**src/rtl/riscv_mc_ctrl_pkg.sv**
```systemverilog
// rtl/riscv_mc_ctrl_pkg.sv - opcodes, state encoding and control field codes for the multi-cycle controller
package riscv_ctrl_pkg;

  localparam logic [6:0] OP_R   = 7'b0110011;
  localparam logic [6:0] OP_LW  = 7'b0000011;
  localparam logic [6:0] OP_SW  = 7'b0100011;
  localparam logic [6:0] OP_BEQ = 7'b1100011;

  typedef enum logic [3:0] {
    FETCH  = 4'd0,
    DECODE = 4'd1,
    MEMADR = 4'd2,
    MEMRD  = 4'd3,
    MEMWB  = 4'd4,
    MEMWR  = 4'd5,
    EXEC   = 4'd6,
    ALUWB  = 4'd7,
    BRANCH = 4'd8,
    TRAP   = 4'd9
  } state_t;

  localparam logic [1:0] ALU_ADD  = 2'b00;
  localparam logic [1:0] ALU_BEQ  = 2'b01;
  localparam logic [1:0] ALU_FUNC = 2'b10;

  localparam logic [1:0] SRCB_RS2  = 2'b00;
  localparam logic [1:0] SRCB_FOUR = 2'b01;
  localparam logic [1:0] SRCB_IMM  = 2'b10;

  localparam logic [1:0] CAUSE_NONE    = 2'b00;
  localparam logic [1:0] CAUSE_ILLEGAL = 2'b01;
  localparam logic [1:0] CAUSE_TIMEOUT = 2'b10;

  function automatic logic is_mem_op(input logic [6:0] op);
    return (op == OP_LW) || (op == OP_SW);
  endfunction

endpackage

```
**src/rtl/riscv_mc_ctrl_if.sv**
```systemverilog
// rtl/riscv_mc_ctrl_if.sv - controller <-> datapath/memory control bundle
interface riscv_mc_ctrl_if;
  logic [6:0] opcode;
  logic       zero;
  logic       mem_ready;
  logic       mem_read;
  logic       mem_write;
  logic       i_or_d;
  logic       ir_write;
  logic       pc_en;
  logic       pc_src;
  logic       alu_src_a;
  logic [1:0] alu_src_b;
  logic [1:0] alu_op;
  logic       reg_write;
  logic       mem_to_reg;

  modport master (
    input  opcode, zero, mem_ready,
    output mem_read, mem_write, i_or_d, ir_write, pc_en, pc_src,
           alu_src_a, alu_src_b, alu_op, reg_write, mem_to_reg
  );

  modport slave (
    output opcode, zero, mem_ready,
    input  mem_read, mem_write, i_or_d, ir_write, pc_en, pc_src,
           alu_src_a, alu_src_b, alu_op, reg_write, mem_to_reg
  );
endinterface

```
**src/rtl/riscv_mc_ctrl_wait_timer.sv**
```systemverilog
// rtl/riscv_mc_ctrl_wait_timer.sv - memory wait-state watchdog
module mc_wait_timer #(
  parameter int MAX_WAIT = 15
) (
  input  logic clk,
  input  logic rst_n,
  input  logic clr,
  input  logic wait_en,
  output logic expired
);
  localparam int W = (MAX_WAIT > 1) ? $clog2(MAX_WAIT) : 1;
  localparam logic [W-1:0] LIMIT = W'(MAX_WAIT - 1);

  logic [W-1:0] cnt;

  // expired marks the MAX_WAIT-th consecutive stalled cycle; a ready on that cycle never reaches here
  assign expired = wait_en && (cnt == LIMIT);

  always_ff @(posedge clk) begin
    if (!rst_n || clr) begin
      cnt <= '0;
    end else if (wait_en && !expired) begin
      cnt <= cnt + W'(1);
    end
  end
endmodule

```
**src/rtl/riscv_mc_ctrl.sv**
```systemverilog
// rtl/riscv_mc_ctrl.sv - multi-cycle RISC-V controller: fetch/decode/execute/memory/writeback sequencing
module riscv_mc_ctrl
  import riscv_ctrl_pkg::*;
#(
  parameter int MAX_WAIT = 15,
  parameter int CNT_W    = 32
) (
  input  logic             clk,
  input  logic             rst_n,
  riscv_mc_ctrl_if.master  bus,
  output logic             instr_done,
  output logic             trap,
  output logic [1:0]       trap_cause,
  output logic [CNT_W-1:0] instr_cnt
);
  state_t           state;
  logic [1:0]       cause_q;
  logic [CNT_W-1:0] cnt_q;
  logic             wait_en;
  logic             expired;
  logic             pc_write;
  logic             pc_write_cond;

  assign wait_en = rst_n && !bus.mem_ready && (state inside {FETCH, MEMRD, MEMWR});

  mc_wait_timer #(.MAX_WAIT(MAX_WAIT)) u_wait_timer (
    .clk     (clk),
    .rst_n   (rst_n),
    .clr     (!wait_en),
    .wait_en (wait_en),
    .expired (expired)
  );

  assign trap_cause = rst_n ? cause_q : 2'b00;
  assign instr_cnt  = rst_n ? cnt_q : '0;

  always_comb begin
    bus.mem_read   = 1'b0;
    bus.mem_write  = 1'b0;
    bus.i_or_d     = 1'b0;
    bus.ir_write   = 1'b0;
    bus.pc_src     = 1'b0;
    bus.alu_src_a  = 1'b0;
    bus.alu_src_b  = SRCB_RS2;
    bus.alu_op     = ALU_ADD;
    bus.reg_write  = 1'b0;
    bus.mem_to_reg = 1'b0;
    instr_done     = 1'b0;
    trap           = 1'b0;
    pc_write       = 1'b0;
    pc_write_cond  = 1'b0;
    if (rst_n) begin
      case (state)
        FETCH: begin
          bus.mem_read  = 1'b1;
          bus.alu_src_b = SRCB_FOUR;
          bus.ir_write  = bus.mem_ready;
          pc_write      = bus.mem_ready;
        end
        DECODE: bus.alu_src_b = SRCB_IMM;
        MEMADR: begin
          bus.alu_src_a = 1'b1;
          bus.alu_src_b = SRCB_IMM;
        end
        MEMRD: begin
          bus.mem_read = 1'b1;
          bus.i_or_d   = 1'b1;
        end
        MEMWB: begin
          bus.reg_write  = 1'b1;
          bus.mem_to_reg = 1'b1;
          instr_done     = 1'b1;
        end
        MEMWR: begin
          bus.mem_write = 1'b1;
          bus.i_or_d    = 1'b1;
          instr_done    = bus.mem_ready;
        end
        EXEC: begin
          bus.alu_src_a = 1'b1;
          bus.alu_op    = ALU_FUNC;
        end
        ALUWB: begin
          bus.reg_write = 1'b1;
          instr_done    = 1'b1;
        end
        BRANCH: begin
          bus.alu_src_a = 1'b1;
          bus.alu_op    = ALU_BEQ;
          bus.pc_src    = 1'b1;
          pc_write_cond = 1'b1;
          instr_done    = 1'b1;
        end
        TRAP:    trap = 1'b1;
        default: ;
      endcase
    end
    bus.pc_en = pc_write | (pc_write_cond & bus.zero);
  end

  always_ff @(posedge clk) begin
    if (!rst_n) begin
      state   <= FETCH;
      cause_q <= CAUSE_NONE;
      cnt_q   <= '0;
    end else begin
      if (instr_done) cnt_q <= cnt_q + CNT_W'(1);
      case (state)
        FETCH, MEMRD, MEMWR: begin
          // a ready on the limit cycle completes the access; only a stall there traps
          if (bus.mem_ready) begin
            state <= (state == FETCH) ? DECODE : (state == MEMRD) ? MEMWB : FETCH;
          end else if (expired) begin
            state   <= TRAP;
            cause_q <= CAUSE_TIMEOUT;
          end
        end
        DECODE: begin
          if (is_mem_op(bus.opcode))    state <= MEMADR;
          else if (bus.opcode == OP_R)   state <= EXEC;
          else if (bus.opcode == OP_BEQ) state <= BRANCH;
          else begin
            state   <= TRAP;
            cause_q <= CAUSE_ILLEGAL;
          end
        end
        MEMADR:                state <= (bus.opcode == OP_LW) ? MEMRD : MEMWR;
        EXEC:                  state <= ALUWB;
        MEMWB, ALUWB, BRANCH:  state <= FETCH;
        TRAP:                  state <= TRAP;
        default:               state <= FETCH;
      endcase
    end
  end
endmodule

```
**src/flat_wrapper.sv**
```systemverilog
// flat-port wrapper written by rule: the top's interface ports become plain ports
module riscv_mc_ctrl_flat import riscv_ctrl_pkg::*;
#(
  parameter int MAX_WAIT = 15,
  parameter int CNT_W    = 32
)
  (clk, rst_n, instr_done, trap, trap_cause, instr_cnt, bus_opcode, bus_zero, bus_mem_ready, bus_mem_read, bus_mem_write, bus_i_or_d, bus_ir_write, bus_pc_en, bus_pc_src, bus_alu_src_a, bus_alu_src_b, bus_alu_op, bus_reg_write, bus_mem_to_reg);
  riscv_mc_ctrl_if bus_i ();
  input  logic clk;
  input  logic rst_n;
  output logic instr_done;
  output logic trap;
  output logic [1:0] trap_cause;
  output logic [CNT_W-1:0] instr_cnt;
  input wire logic [$bits(bus_i.opcode)-1:0] bus_opcode;
  input wire logic [$bits(bus_i.zero)-1:0] bus_zero;
  input wire logic [$bits(bus_i.mem_ready)-1:0] bus_mem_ready;
  output wire logic [$bits(bus_i.mem_read)-1:0] bus_mem_read;
  output wire logic [$bits(bus_i.mem_write)-1:0] bus_mem_write;
  output wire logic [$bits(bus_i.i_or_d)-1:0] bus_i_or_d;
  output wire logic [$bits(bus_i.ir_write)-1:0] bus_ir_write;
  output wire logic [$bits(bus_i.pc_en)-1:0] bus_pc_en;
  output wire logic [$bits(bus_i.pc_src)-1:0] bus_pc_src;
  output wire logic [$bits(bus_i.alu_src_a)-1:0] bus_alu_src_a;
  output wire logic [$bits(bus_i.alu_src_b)-1:0] bus_alu_src_b;
  output wire logic [$bits(bus_i.alu_op)-1:0] bus_alu_op;
  output wire logic [$bits(bus_i.reg_write)-1:0] bus_reg_write;
  output wire logic [$bits(bus_i.mem_to_reg)-1:0] bus_mem_to_reg;
  assign bus_i.opcode = bus_opcode;
  assign bus_i.zero = bus_zero;
  assign bus_i.mem_ready = bus_mem_ready;
  assign bus_mem_read = bus_i.mem_read;
  assign bus_mem_write = bus_i.mem_write;
  assign bus_i_or_d = bus_i.i_or_d;
  assign bus_ir_write = bus_i.ir_write;
  assign bus_pc_en = bus_i.pc_en;
  assign bus_pc_src = bus_i.pc_src;
  assign bus_alu_src_a = bus_i.alu_src_a;
  assign bus_alu_src_b = bus_i.alu_src_b;
  assign bus_alu_op = bus_i.alu_op;
  assign bus_reg_write = bus_i.reg_write;
  assign bus_mem_to_reg = bus_i.mem_to_reg;
  riscv_mc_ctrl #(.MAX_WAIT(MAX_WAIT), .CNT_W(CNT_W)) u_core (.clk(clk), .rst_n(rst_n), .bus(bus_i), .instr_done(instr_done), .trap(trap), .trap_cause(trap_cause), .instr_cnt(instr_cnt));
endmodule
```
**config.mk**
```make
export PLATFORM = sky130hd
export DESIGN_NAME = riscv_mc_ctrl_flat
export DESIGN_NICKNAME = d
export VERILOG_FILES = /design/src/rtl/riscv_mc_ctrl_pkg.sv /design/src/rtl/riscv_mc_ctrl_if.sv /design/src/rtl/riscv_mc_ctrl_wait_timer.sv /design/src/rtl/riscv_mc_ctrl.sv /design/src/flat_wrapper.sv
export SDC_FILE = /design/constraint.sdc
export NUM_CORES = 1
export LEC_CHECK = 0
export CAP_MARGIN = 40
export CELL_PAD_IN_SITES_DETAIL_PLACEMENT = 1
export CELL_PAD_IN_SITES_GLOBAL_PLACEMENT = 1
export CORE_MARGIN = 5
export CORE_UTILIZATION = 40
export CTS_BUF_LIST = sky130_fd_sc_hd__clkbuf_4 sky130_fd_sc_hd__clkbuf_8 sky130_fd_sc_hd__clkbuf_16
export DETAILED_ROUTE_END_ITERATION = 12
export MAX_ROUTING_LAYER = met4
export PLACE_DENSITY_LB_ADDON = 0.15
export SLEW_MARGIN = 10
export SYNTH_ARGS = -nofsm -noshare
export SYNTH_HDL_FRONTEND = slang
export SYNTH_SLANG_ARGS = --single-unit
```
**constraint.sdc**
```tcl
create_clock -name clk -period 3.63 [get_ports clk]
set_input_delay 0.726 -clock clk [delete_from_list [all_inputs] [get_ports clk]]
set_output_delay 0.726 -clock clk [all_outputs]
set_load 0.03 [all_outputs]
```
# == Word level (Yosys, flattened, before mapping) ==
# Cells that the tools add are included.
# word_totals
register_bits,42
input_bits,11
output_inout_bits,49
elab_cells,90
# op_classes
addsub,2
n_eq_ne,20
mux,41
bitwise,2
n_reduce_logical,21
# ops
cell,n
$add A32 B1 Y32 const B,1
$mux W32,1
$mux W1,20
$mux W4,5
$pmux W4 S5,1
$eq A4 B3 Y1 const B,4
$mux W2,8
$eq A7 B6 Y1 const B,2
$eq A4 B4 Y1 const B,3
$pmux W2 S2,3
$ne A2 B2 Y1 const B,5
$reduce_or A3 Y1,3
$eq A4 B2 Y1 const B,2
$reduce_or A2 Y1,4
$eq A7 B2 Y1 const B,1
$eq A7 B7 Y1 const B,1
$mux W3,2
$reduce_and A6 Y1,1
$add A4 B1 Y4 const B,1
$eq A4 B1 Y1 const B,1
$logic_and A1 B1 Y1,4
$logic_not A1 Y1,4
$logic_not A4 Y1,1
$ne A3 B3 Y1 const B,1
other kinds (6),7

# == Logic depth before layout (Yosys ltp) ==
# Gate-level depths: netlist of run 1.
# logic_depth
word_depth,7
ltp_mapped,7

# == Cells and area by module ==
# Synthesis of run 1 repeated with hierarchy kept, for this count alone.
# unflattened
cells_unflattened,341
hier_area_um2,2757.6
# by_module_without_submodules
module,instances,cells_each,area_each_um2,seq_area_each_um2
riscv_mc_ctrl,1,317,2541.2,760.7
mc_wait_timer,1,24,216.5,80.1

# == Worst setup path before layout of run 1 ==
# OpenSTA, ideal clock, no wires.
# synth_timing
path_type,input-to-output
from,input rst_n
to,output bus_alu_src_b[1]
t_arrival_ns,2.463
setup_slack_ns,0.441
stages,3
n_path_buf,1
cell_sequence,inv_1 > clkbuf_1 > a2111oi_0
# synth_between
elab_chain_len,1
# synth_lines
element,line_no,rtl
from (decl),flat_wrapper.sv:10,input logic rst_n;
$mux W2,riscv_mc_ctrl.sv:52,if (rst_n) begin
to (decl),flat_wrapper.sv:25,output wire logic [$bits(bus_i.alu_src_b)-1:0] bus_alu_src_b;
# Every way passes these cells.

# == Final worst setup path of run 1 ==
# layout_timing
from,input rst_n
to,output instr_cnt[11]
# layout_between
elab_chain_len,1
# layout_lines
element,line_no,rtl
$mux W32,riscv_mc_ctrl.sv:35,assign instr_cnt = rst_n ? cnt_q : '0;
to (decl),flat_wrapper.sv:14,output logic [CNT_W-1:0] instr_cnt;
# Every way passes these cells.

==> out/results.tsv, run 1 <==
metric	value	unit
Setup Crit Path Kind	primary input to output pin	
fraction of layout instances using a drive strength above 1	14.3	%
number of placement rows	29	
Chip Height	91.8	µm
number of H-tree levels	2	
largest family of logic cells by synthesized area	simple AND/OR/NAND/NOR gates	
number of enable-type register cells in the synthesized netlist	0	
global routing met3 resource utilization	3.68	%
setup TNS after final layout	0	ns
CP max FO	30	
Skew-Pair Late Insertion Delay	0.29	ns
Setup crit start kind	primary input	
Worst Path Required	2.90	ns
NumNets Final	390	
number of buffers between clock root and the deepest sink	2	
total die area	8430	µm²
area share of fa/ha/maj cells after synthesis	1.40	%
antenna diode count	0	
share of synthesized cell area in and, or, nand and nor gates	37.7	%
Critical Path Sink Type	output pin	
most common cell after layout, fill and taps aside	sky130_fd_sc_hd__dfxtp_1	
Worst Reg-to-Reg Cells	5	
part of the Yosys area used for sequential elements	31.4	%
time the worst path needs with I/O delays and setup	3.08	ns
number of antenna violations at the first check in global routing	0	
final clock skew	0.00674	ns
post-synthesis instance area	2680	µm²
leakage power	1.22	nW
IR drop worst, VDD	0.262	mV
net count after synthesis	342	
first drt pass iteration count	4	
Util after Layout	51.3	%
count of boundary I/O pins	60	
count of hold-fix buffers inserted at cts	0	
count of routing violations after the opening detailed-route iteration	88	
buffer cell driving the clock tree root	sky130_fd_sc_hd__clkbuf_8	
Syn Inst Count	328	
DRT antenna net count	0	
setup bufs post-CTS	0	
slew at the pin with the worst max-slew slack	0.668	ns
CORE AREA	6420	µm²
via count of the first global-routing pass	2576	
CTS tree	built	
Yosys top cell area share	31.4	%
synthesis warning total	0	
count of distinct cell types in the synthesized netlist	54	
multiplexer area fraction after synthesis	6.40	%
standard cell area after detailed placement	3200	µm²
number of buffers inserted during clock tree synthesis	5	
Final Power	0.00117	W
WL final	7470	µm
async set-or-reset flop fraction in the synthesized netlist	0	%
Final Wtd Congestion	0.761	
Register-to-Register Setup Slack	1.21	ns
summed area of non-filler cells in the final layout	3290	µm²
slew margin rel.	55.4	%
number of design rule violations left after detail routing	0	
combined global-route utilization of all metal layers	18.1	%
total of cells resized after clock tree synthesis	0	
vias per cell	5.96	
wire length of the first global-routing pass	12700	µm
setup repair after global routing missed its margin	no	
met2 Use GR	29.6	%
IO Port Bufs	59	
data arrival time at the worst-slack endpoint	2.36	ns
Clock Sink Count	42	
Hold Path Sink	u_core.cnt_q[26]$_SDFFE_PN0P_	
met1 usage in global routing	23.6	%
hpwl dp	5320	µm
fmax	324	MHz
complex-gate fraction of the synthesized area	16.0	%
status	completed	
P&R area growth vs syn	22.9	%
Chip Width	91.8	µm
share of the clock period used by the worst path after layout	84.9	%
largest area contributor in the synthesized netlist	sky130_fd_sc_hd__dfxtp_1	
starting density of the core	41.7	%
vias after detailed routing	2704	
Crit Reg-Reg Endpoint	u_core.cnt_q[31]$_SDFFE_PN0P_	
launch instance of the worst register-to-register path	u_core.state[0]$_SDFFE_PN0P_	
final-layout fill cell count	797	
Hold Crit Depth	1	
power density over the cells	357	nW/µm²
post-synthesis register bit count	42	
Clock transition at path regs	0.08	ns
type of the most critical hold path	flop to flop	
beginning of the worst hold path	u_core.cnt_q[26]$_SDFFE_PN0P_	
most used flip-flop cell after synthesis	sky130_fd_sc_hd__dfxtp_1	
number of failing setup endpoints in the final timing report	0	
Hold Fails Final Rpt	0	
top cells by area, synth	sky130_fd_sc_hd__dfxtp_1 31%, sky130_fd_sc_hd__and2_1 8.2%, sky130_fd_sc_hd__mux2_1 5.5%, sky130_fd_sc_hd__a21oi_1 4.3%, sky130_fd_sc_hd__o31ai_1 4.2%	
top library cells by usage in the layout, fill and taps aside	42 x sky130_fd_sc_hd__dfxtp_1, 38 x sky130_fd_sc_hd__buf_4, 35 x sky130_fd_sc_hd__and2_1	
xor/xnor cell area share of the yosys netlist	1.31	%
Most Used Layer, Global Route	met2	
Pins Over Slew Limit	0	
post-detailed-route wirelength per cell	16.4	µm
max capacitance violation total	0	
pin count of the biggest net entering global routing	48	
sum of overflow across all layers after global routing	0	
average cell area after synthesis	8.16	µm²
cells by family after synthesis:
kind of cell,Yosys count
buffers and inverters,32
DFF,42
xor gates and xnor gates,4
AOI/OAI and AO/OA,61
adders and majority gates,3
and+or+nand+nor,171
muxes,15
layout make-up:
| type | count | area, µm² | area share, % |
|---|---|---|---|
| inverter | 9 | 33.8 | 1.03 |
| clock buffer | 7 | 90.1 | 2.74 |
| clock inverter | 1 | 5.00 | 0.152 |
| timing repair buffer | 64 | 546 | 16.6 |
| sequential | 42 | 841 | 25.5 |
| tap | 77 | 96.3 | 2.93 |
| multi-input combinational | 254 | 1680 | 51.0 |
through the flow:
stage	hold WS, ns	worst slack (ns)	std cells
after floorplan	0.430	0.441	328
after detailed placement	0.461	0.517	446
after global placement	0.452	0.554	446
final	0.467	0.546	454
after global routing	0.508	0.464	454
after CTS	0.473	0.511	454
how the worst max path moves through the flow:
stage | startpoint | slack, ns | to | depth (start not counted)
finish | rst_n | 0.55 | instr_cnt[11] | 4
global route | rst_n | 0.46 | instr_cnt[2] | 4
CTS | rst_n | 0.51 | instr_cnt[11] | 4
detailed placement | rst_n | 0.52 | instr_cnt[11] | 4
global placement | rst_n | 0.55 | u_core.cnt_q[31]$_SDFFE_PN0P_ | 8
floorplan | rst_n | 0.44 | bus_alu_src_b[1] | 3
state kept, by name (all words and copies together), names as in the netlist:
signal / cells
u_core.u_wait_timer.cnt: 4
u_core.state: 4
u_core.cnt_q: 32
u_core.cause_q: 2
synthesized netlist by cell type, drive strengths merged (4+ instances only):
cell    count
o31ai      15
dfxtp      42
and4        7
nor4       14
nand4      14
inv         9
nand2      15
or3         4
a21oi      23
buf        11
nor2       30
nand2b      4
and2       35
nor3        7
mux2       14
nand3      12
o21ai       7
or4        13
and3        5
clkbuf     12
metal layers:
metal / routed length, µm / vias up
met5: 0 / -
met4: 63 / 0
met3: 341 / 7
met2: 3480 / 59
met1: 3580 / 1328
li1: - / 1310
worst max-delay path: stages:
cell	delay (ns)
sky130_fd_sc_hd__clkdlybuf4s50_1	0.48
sky130_fd_sc_hd__buf_4	0.28
sky130_fd_sc_hd__and2_1	0.18
sky130_fd_sc_hd__clkdlybuf4s50_1	0.68
report_power, final:
group / total (W) / internal (W) / switching [W] / leakage [nW]
combinational: 0.000325 / 0.000126 / 0.000199 / 0.828
sequential: 0.000526 / 0.000480 / 0.0000462 / 0.339
clock: 0.000324 / 0.000161 / 0.000162 / 0.0517
total: 0.00117 / 0.000766 / 0.000408 / 1.22
No activity file was read; power rests on OpenSTA's default activity.
==> run 2, diff against run 1 <==
--- a/config.mk
+++ b/config.mk
@@ -9,7 +9,7 @@
 export CELL_PAD_IN_SITES_DETAIL_PLACEMENT = 1
 export CELL_PAD_IN_SITES_GLOBAL_PLACEMENT = 1
 export CORE_MARGIN = 5
-export CORE_UTILIZATION = 40
+export CORE_UTILIZATION = 37
 export CTS_BUF_LIST = sky130_fd_sc_hd__clkbuf_4 sky130_fd_sc_hd__clkbuf_8 sky130_fd_sc_hd__clkbuf_16
 export DETAILED_ROUTE_END_ITERATION = 12
 export MAX_ROUTING_LAYER = met4
==> constraint.sdc (replaced) <==
create_clock -name clk -period 3.1 [get_ports clk]
set_input_delay 0.62 -clock clk [delete_from_list [all_inputs] [get_ports clk]]
set_output_delay 0.62 -clock clk [all_outputs]
set_load 0.03 [all_outputs]
==> run 2 against run 1 <==
Combinational power grew 19%. Total power up 16%. Highest routed layer unchanged. Register-to-register slack worse by 0.46 ns. Critical path type unchanged. Cell count is 4.8% higher. Largest power group unchanged. Critical endpoint is now bus_pc_en. Sequential power up 17%.
==> out/results.tsv, run 2 (same netlist as run 1, synthesis figures left out) <==
metric	value	unit
status	completed	
Critical Path Sink Type	output pin	
CTS tree	built	
CORE AREA	7140	µm²
slew at the pin with the worst max-slew slack	0.647	ns
Hold Path Sink	u_core.cause_q[1]$_SDFFE_PN0P_	
total die area	9040	µm²
summed area of non-filler cells in the final layout	3280	µm²
top flop regs	u_core.cnt_q: 32 flops, u_core.state: 4 flops, u_core.u_wait_timer.cnt: 4 flops	
Chip Height	95.1	µm
number of antenna violations at the first check in global routing	0	
most common cell after layout, fill and taps aside	sky130_fd_sc_hd__buf_4	
first drt pass iteration count	5	
vias after detailed routing	2676	
Final Wtd Congestion	0.770	
Clock transition at path regs	0.08	ns
Pins Over Slew Limit	0	
PnR worst setup slack	0.376	ns
beginning of the worst hold path	u_core.cause_q[1]$_SDFFE_PN0P_	
NumNets Final	392	
combined global-route utilization of all metal layers	18.5	%
number of H-tree levels	2	
setup repair after global routing missed its margin	no	
CP max FO	4	
number of design rule violations left after detail routing	0	
post-detailed-route wirelength per cell	16.4	µm
Worst Path Required	2.48	ns
buffer cell driving the clock tree root	sky130_fd_sc_hd__clkbuf_8	
count of routing violations after the opening detailed-route iteration	116	
Skew-Pair Late Insertion Delay	0.30	ns
Most flops, register	u_core.cnt_q	
Register-to-Register Setup Slack	0.75	ns
peak per-stage delay on the critical path	0.48	ns
Hold Crit Depth	2	
Setup Crit Path Kind	primary input to output pin	
time the worst path needs with I/O delays and setup	2.72	ns
IR drop worst, VDD	0.154	mV
number of placement rows	31	
slew margin rel.	56.8	%
final-layout fill cell count	922	
data arrival time at the worst-slack endpoint	2.10	ns
Clock Sink Count	42	
number of buffers inserted during clock tree synthesis	5	
Setup crit start kind	primary input	
fraction of layout instances using a drive strength above 1	18.6	%
wire length of the first global-routing pass	13200	µm
sum of overflow across all layers after global routing	0	
count of hold-fix buffers inserted at cts	0	
pin count of the biggest net entering global routing	41	
Chip Width	95.1	µm
power density over the cells	415	nW/µm²
total of cells resized after clock tree synthesis	0	
WL final	7800	µm
share of the clock period used by the worst path after layout	87.9	%
fmax	367	MHz
number of buffer and inverter stages on the critical path	3	
CP max-delay cell	sky130_fd_sc_hd__clkdlybuf4s50_1	
count of boundary I/O pins	60	
Crit Reg-Reg Endpoint	u_core.cnt_q[24]$_SDFFE_PN0P_	
worst slack, placed	0.277	ns
starting density of the core	37.5	%
P&R area growth vs syn	22.6	%
launch instance of the worst register-to-register path	u_core.state[0]$_SDFFE_PN0P_	
DRT antenna net count	0	
max reg flops	32	
Hold Fails Final Rpt	0	
standard cell area after detailed placement	3200	µm²
vias per cell	5.62	
top library cells by usage in the layout, fill and taps aside	56 x sky130_fd_sc_hd__buf_4, 42 x sky130_fd_sc_hd__dfxtp_1, 35 x sky130_fd_sc_hd__and2_1	
Worst Reg-to-Reg Cells	5	
final clock skew	0.00957	ns
antenna diode count	0	
Final Instance Count excl. Fillers	476	
setup TNS after final layout	0	ns
Util after Layout	46.0	%
number of failing setup endpoints in the final timing report	0	
setup bufs post-CTS	0	
via count of the first global-routing pass	2664	
leakage power	1.25	nW
total placed cells including tap cells	470	
number of buffers between clock root and the deepest sink	2	
type of the most critical hold path	flop to flop	
cell family contributing the most delay on the critical path	buffers and inverters	
max capacitance violation total	0	
hpwl dp	5640	µm
CP Cell Sequence	clkdlybuf4s50_1 -> inv_1 -> or3_1 -> nor3_1 -> a22o_1 -> buf_4	
IO Port Bufs	59	
==> run 2: worst max-delay path by stage <==
stage | start | to | slack, ns | cells past startpoint
floorplan | rst_n | bus_alu_src_b[1] | 0.12 | 3
global placement | rst_n | u_core.cnt_q[30]$_SDFFE_PN0P_ | 0.37 | 7
detailed placement | rst_n | u_core.cnt_q[24]$_SDFFE_PN0P_ | 0.28 | 7
CTS | rst_n | bus_pc_en | 0.38 | 6
global route | u_core.state[1]$_SDFFE_PN0P_ | bus_alu_src_b[1] | 0.06 | 3
finish | rst_n | bus_pc_en | 0.38 | 6
==> run 2: worst register-to-register path, cell delays in order, from the launching register on <==
cell and delay [ns]:
sky130_fd_sc_hd__dfxtp_1 0.65, sky130_fd_sc_hd__nand2b_1 0.42, sky130_fd_sc_hd__a31oi_4 0.15, sky130_fd_sc_hd__buf_4 0.25
sky130_fd_sc_hd__nor4_1 0.41, sky130_fd_sc_hd__mux2_1 0.36
==> run 2: layout make-up <==
cell class	count	area, µm²	area share [%]
flip-flops and latches	42	841	25.6
well taps	99	124	3.77
repair buffers	66	520	15.9
inverters	9	33.8	1.03
clock buffers	6	82.6	2.52
multi-input cells	254	1680	51.2
==> run 2: where the power goes <==
| part | internal (W) | total (W) | switching [W] |
|---|---|---|---|
| Combinational | 0.000151 | 0.000388 | 0.000238 |
| Clock | 0.000172 | 0.000359 | 0.000187 |
| Sequential | 0.000562 | 0.000614 | 0.0000526 |
| Total | 0.000884 | 0.00136 | 0.000477 |
==> run 2: metrics by stage <==
stage	total power, W	hold slack (ns)
floorplan	0.000912	0.430
global placement	0.00101	0.462
detailed placement	0.00102	0.477
CTS	0.00138	0.491
global route	0.00144	0.504
finish	0.00136	0.485
==> run 2: routing by layer <==
| layer | GRT usage, % | wire [µm] | up-vias |
|---|---|---|---|
| li1 | - | - | 1318 |
| met1 | 24.1 | 3750 | 1299 |
| met2 | 30.1 | 3650 | 52 |
| met3 | 3.16 | 333 | 7 |
| met4 | 4.21 | 72 | 0 |
| met5 | - | 0 | - |
==> run 3, diff against run 2 <==
--- a/config.mk
+++ b/config.mk
@@ -9,9 +9,10 @@
 export CELL_PAD_IN_SITES_DETAIL_PLACEMENT = 1
 export CELL_PAD_IN_SITES_GLOBAL_PLACEMENT = 1
 export CORE_MARGIN = 5
-export CORE_UTILIZATION = 37
-export CTS_BUF_LIST = sky130_fd_sc_hd__clkbuf_4 sky130_fd_sc_hd__clkbuf_8 sky130_fd_sc_hd__clkbuf_16
+export CORE_UTILIZATION = 38
+export CTS_BUF_LIST = sky130_fd_sc_hd__clkbuf_4 sky130_fd_sc_hd__clkbuf_8
 export DETAILED_ROUTE_END_ITERATION = 12
+export HOLD_SLACK_MARGIN = 0.08
 export MAX_ROUTING_LAYER = met4
 export PLACE_DENSITY_LB_ADDON = 0.15
 export SLEW_MARGIN = 10
==> run 3 against run 2 <==
Critical path depth did not move. Die area decreased by 2.4%. First-iteration DRC count shrank 24%. Clock power is 25% higher. Flip-flop and latch count is the same. Via count shrank 0.49%. Sequential share of layout area down 0.27 points. Critical endpoint unchanged.
==> out/results.tsv, run 3 (same netlist as run 1, synthesis figures left out) <==
metric	value	unit
IR drop worst, VDD	0.261	mV
setup bufs post-CTS	0	
number of placement rows	30	
number of buffer and inverter stages on the critical path	3	
most common cell after layout, fill and taps aside	sky130_fd_sc_hd__buf_4	
wire length of the first global-routing pass	12700	µm
type of the most critical hold path	flop to flop	
number of buffers inserted during clock tree synthesis	5	
power density over the cells	439	nW/µm²
WL final	7670	µm
Worst Path Required	2.48	ns
Internal Power	0.000972	W
P&R area growth vs syn	23.9	%
buffer cell driving the clock tree root	sky130_fd_sc_hd__clkbuf_8	
setup TNS after final layout	0	ns
CP max-delay cell	sky130_fd_sc_hd__clkdlybuf4s50_1	
slew at the pin with the worst max-slew slack	0.525	ns
fraction of layout instances using a drive strength above 1	19.2	%
Skew-Pair Late Insertion Delay	0.30	ns
final-layout fill cell count	846	
share of the clock period used by the worst path after layout	90.5	%
number of antenna violations at the first check in global routing	0	
NumNets Final	393	
number of buffers between clock root and the deepest sink	2	
combined global-route utilization of all metal layers	18.1	%
area used by multi-input combinational logic	1680	µm²
via count of the first global-routing pass	2651	
setup repair after global routing missed its margin	no	
Hold Fails Final Rpt	0	
max reg flops	32	
status	completed	
count of routing violations after the opening detailed-route iteration	88	
time the worst path needs with I/O delays and setup	2.81	ns
number of H-tree levels	2	
Final Wtd Congestion	0.809	
sequential fraction of design power	41.4	%
Most flops, register	u_core.cnt_q	
total of cells resized after clock tree synthesis	0	
top flop regs	u_core.cnt_q: 32 flops, u_core.state: 4 flops, u_core.u_wait_timer.cnt: 4 flops	
leakage power	1.28	nW
slew margin rel.	64.9	%
FF+latch area	841	µm²
Combinational Power Share	27.8	%
final clock skew	0.0100	ns
fmax	356	MHz
vias per cell	5.59	
Setup Crit Path Kind	primary input to output pin	
Critical Path Sink Type	output pin	
switching power share of the total	33.2	%
vias after detailed routing	2663	
IO Port Bufs	59	
first drt pass iteration count	4	
top library cells by usage in the layout, fill and taps aside	57 x sky130_fd_sc_hd__buf_4, 42 x sky130_fd_sc_hd__dfxtp_1, 35 x sky130_fd_sc_hd__and2_1	
post-detailed-route wirelength per cell	16.1	µm
Clock transition at path regs	0.08	ns
part of the total power dissipated in the clock network	30.8	%
DRT antenna net count	0	
pin count of the biggest net entering global routing	41	
Clock Sink Count	42	
antenna diode count	0	
peak per-stage delay on the critical path	0.48	ns
Chip Height	93.9	µm
Setup crit start kind	primary input	
Chip Width	93.9	µm
total die area	8820	µm²
worst hold-check slack	0.477	ns
cell family contributing the most delay on the critical path	buffers and inverters	
number of design rule violations left after detail routing	0	
CORE AREA	6830	µm²
CP max FO	4	
PnR worst setup slack	0.293	ns
CTS tree	built	
count of boundary I/O pins	60	
number of failing setup endpoints in the final timing report	0	
net switching component of the power	0.000484	W
starting density of the core	39.2	%
worst slack, placed	0.230	ns
Pins Over Slew Limit	0	
count of hold-fix buffers inserted at cts	0	
Final Power	0.00146	W
max capacitance violation total	0	
hpwl dp	5530	µm
data arrival time at the worst-slack endpoint	2.19	ns
CP Cell Sequence	clkdlybuf4s50_1 -> inv_1 -> or3_1 -> nor3_1 -> a22o_1 -> buf_4	
sum of overflow across all layers after global routing	0	
run 3: cell types whose count changed in the layout (fill, tap and decap cells not counted):
| cell | change |
|---|---|
| sky130_fd_sc_hd__clkbuf_4 | +2 |
| sky130_fd_sc_hd__buf_4 | +1 |
| sky130_fd_sc_hd__bufinv_16 | +1 |
| sky130_fd_sc_hd__clkbuf_8 | -1 |
run 3: stage by stage:
stage	util [%]	cell area (µm²)	cells
CTS	48.6	3320	476
detailed placement	46.9	3200	468
global placement	46.9	3200	468
floorplan	-	2680	328
finish	48.6	3320	476
global route	48.6	3320	476
run 3: cell type report:
cell class	instances	share of cell area [%]
multi-input cells	254	50.7
flip-flops and latches	42	25.3
repair buffers	67	15.9
well taps	96	3.62
clock buffers	7	2.53
inverters	9	1.02
clock inverters	1	0.905
run 3: power by group through the flow:
| stage | registers, W | logic (W) | clock network [W] |
|---|---|---|---|
| 2_1_floorplan | 0.000597 | 0.000315 | 0 |
| 6_report | 0.000602 | 0.000405 | 0.000449 |
| 5_1_grt | 0.000608 | 0.000437 | 0.000482 |
| 3_5_place_dp | 0.000614 | 0.000405 | 0 |
| 3_3_place_gp | 0.000615 | 0.000399 | 0 |
| 4_1_cts | 0.000602 | 0.000406 | 0.000463 |
run 3: final timing paths:
check / start / endpoint / slack [ns] / cells after the start
setup / recovery: rst_n / bus_pc_en / 0.29 / 6
hold / removal: u_core.cause_q[1]$_SDFFE_PN0P_ / u_core.cause_q[1]$_SDFFE_PN0P_ / 0.48 / 2
setup reg to reg: u_core.state[0]$_SDFFE_PN0P_ / u_core.cnt_q[31]$_SDFFE_PN0P_ / 0.61 / 5
hold reg to reg: u_core.cause_q[1]$_SDFFE_PN0P_ / u_core.cause_q[1]$_SDFFE_PN0P_ / 0.48 / 2
run 3: per-layer routing:
layer	wire length, µm	global-route usage (%)
met2	3720	30.4
met1	3660	22.9
met4	69	4.33
met3	215	2.56
met5	0	-
run 3: worst register-to-register path, stage by stage (launching register included):
cell and delay, ns:
sky130_fd_sc_hd__dfxtp_1 0.65, sky130_fd_sc_hd__nand2b_1 0.42, sky130_fd_sc_hd__a31oi_4 0.22, sky130_fd_sc_hd__buf_4 0.30, sky130_fd_sc_hd__nor4_1 0.43, sky130_fd_sc_hd__mux2_1 0.36
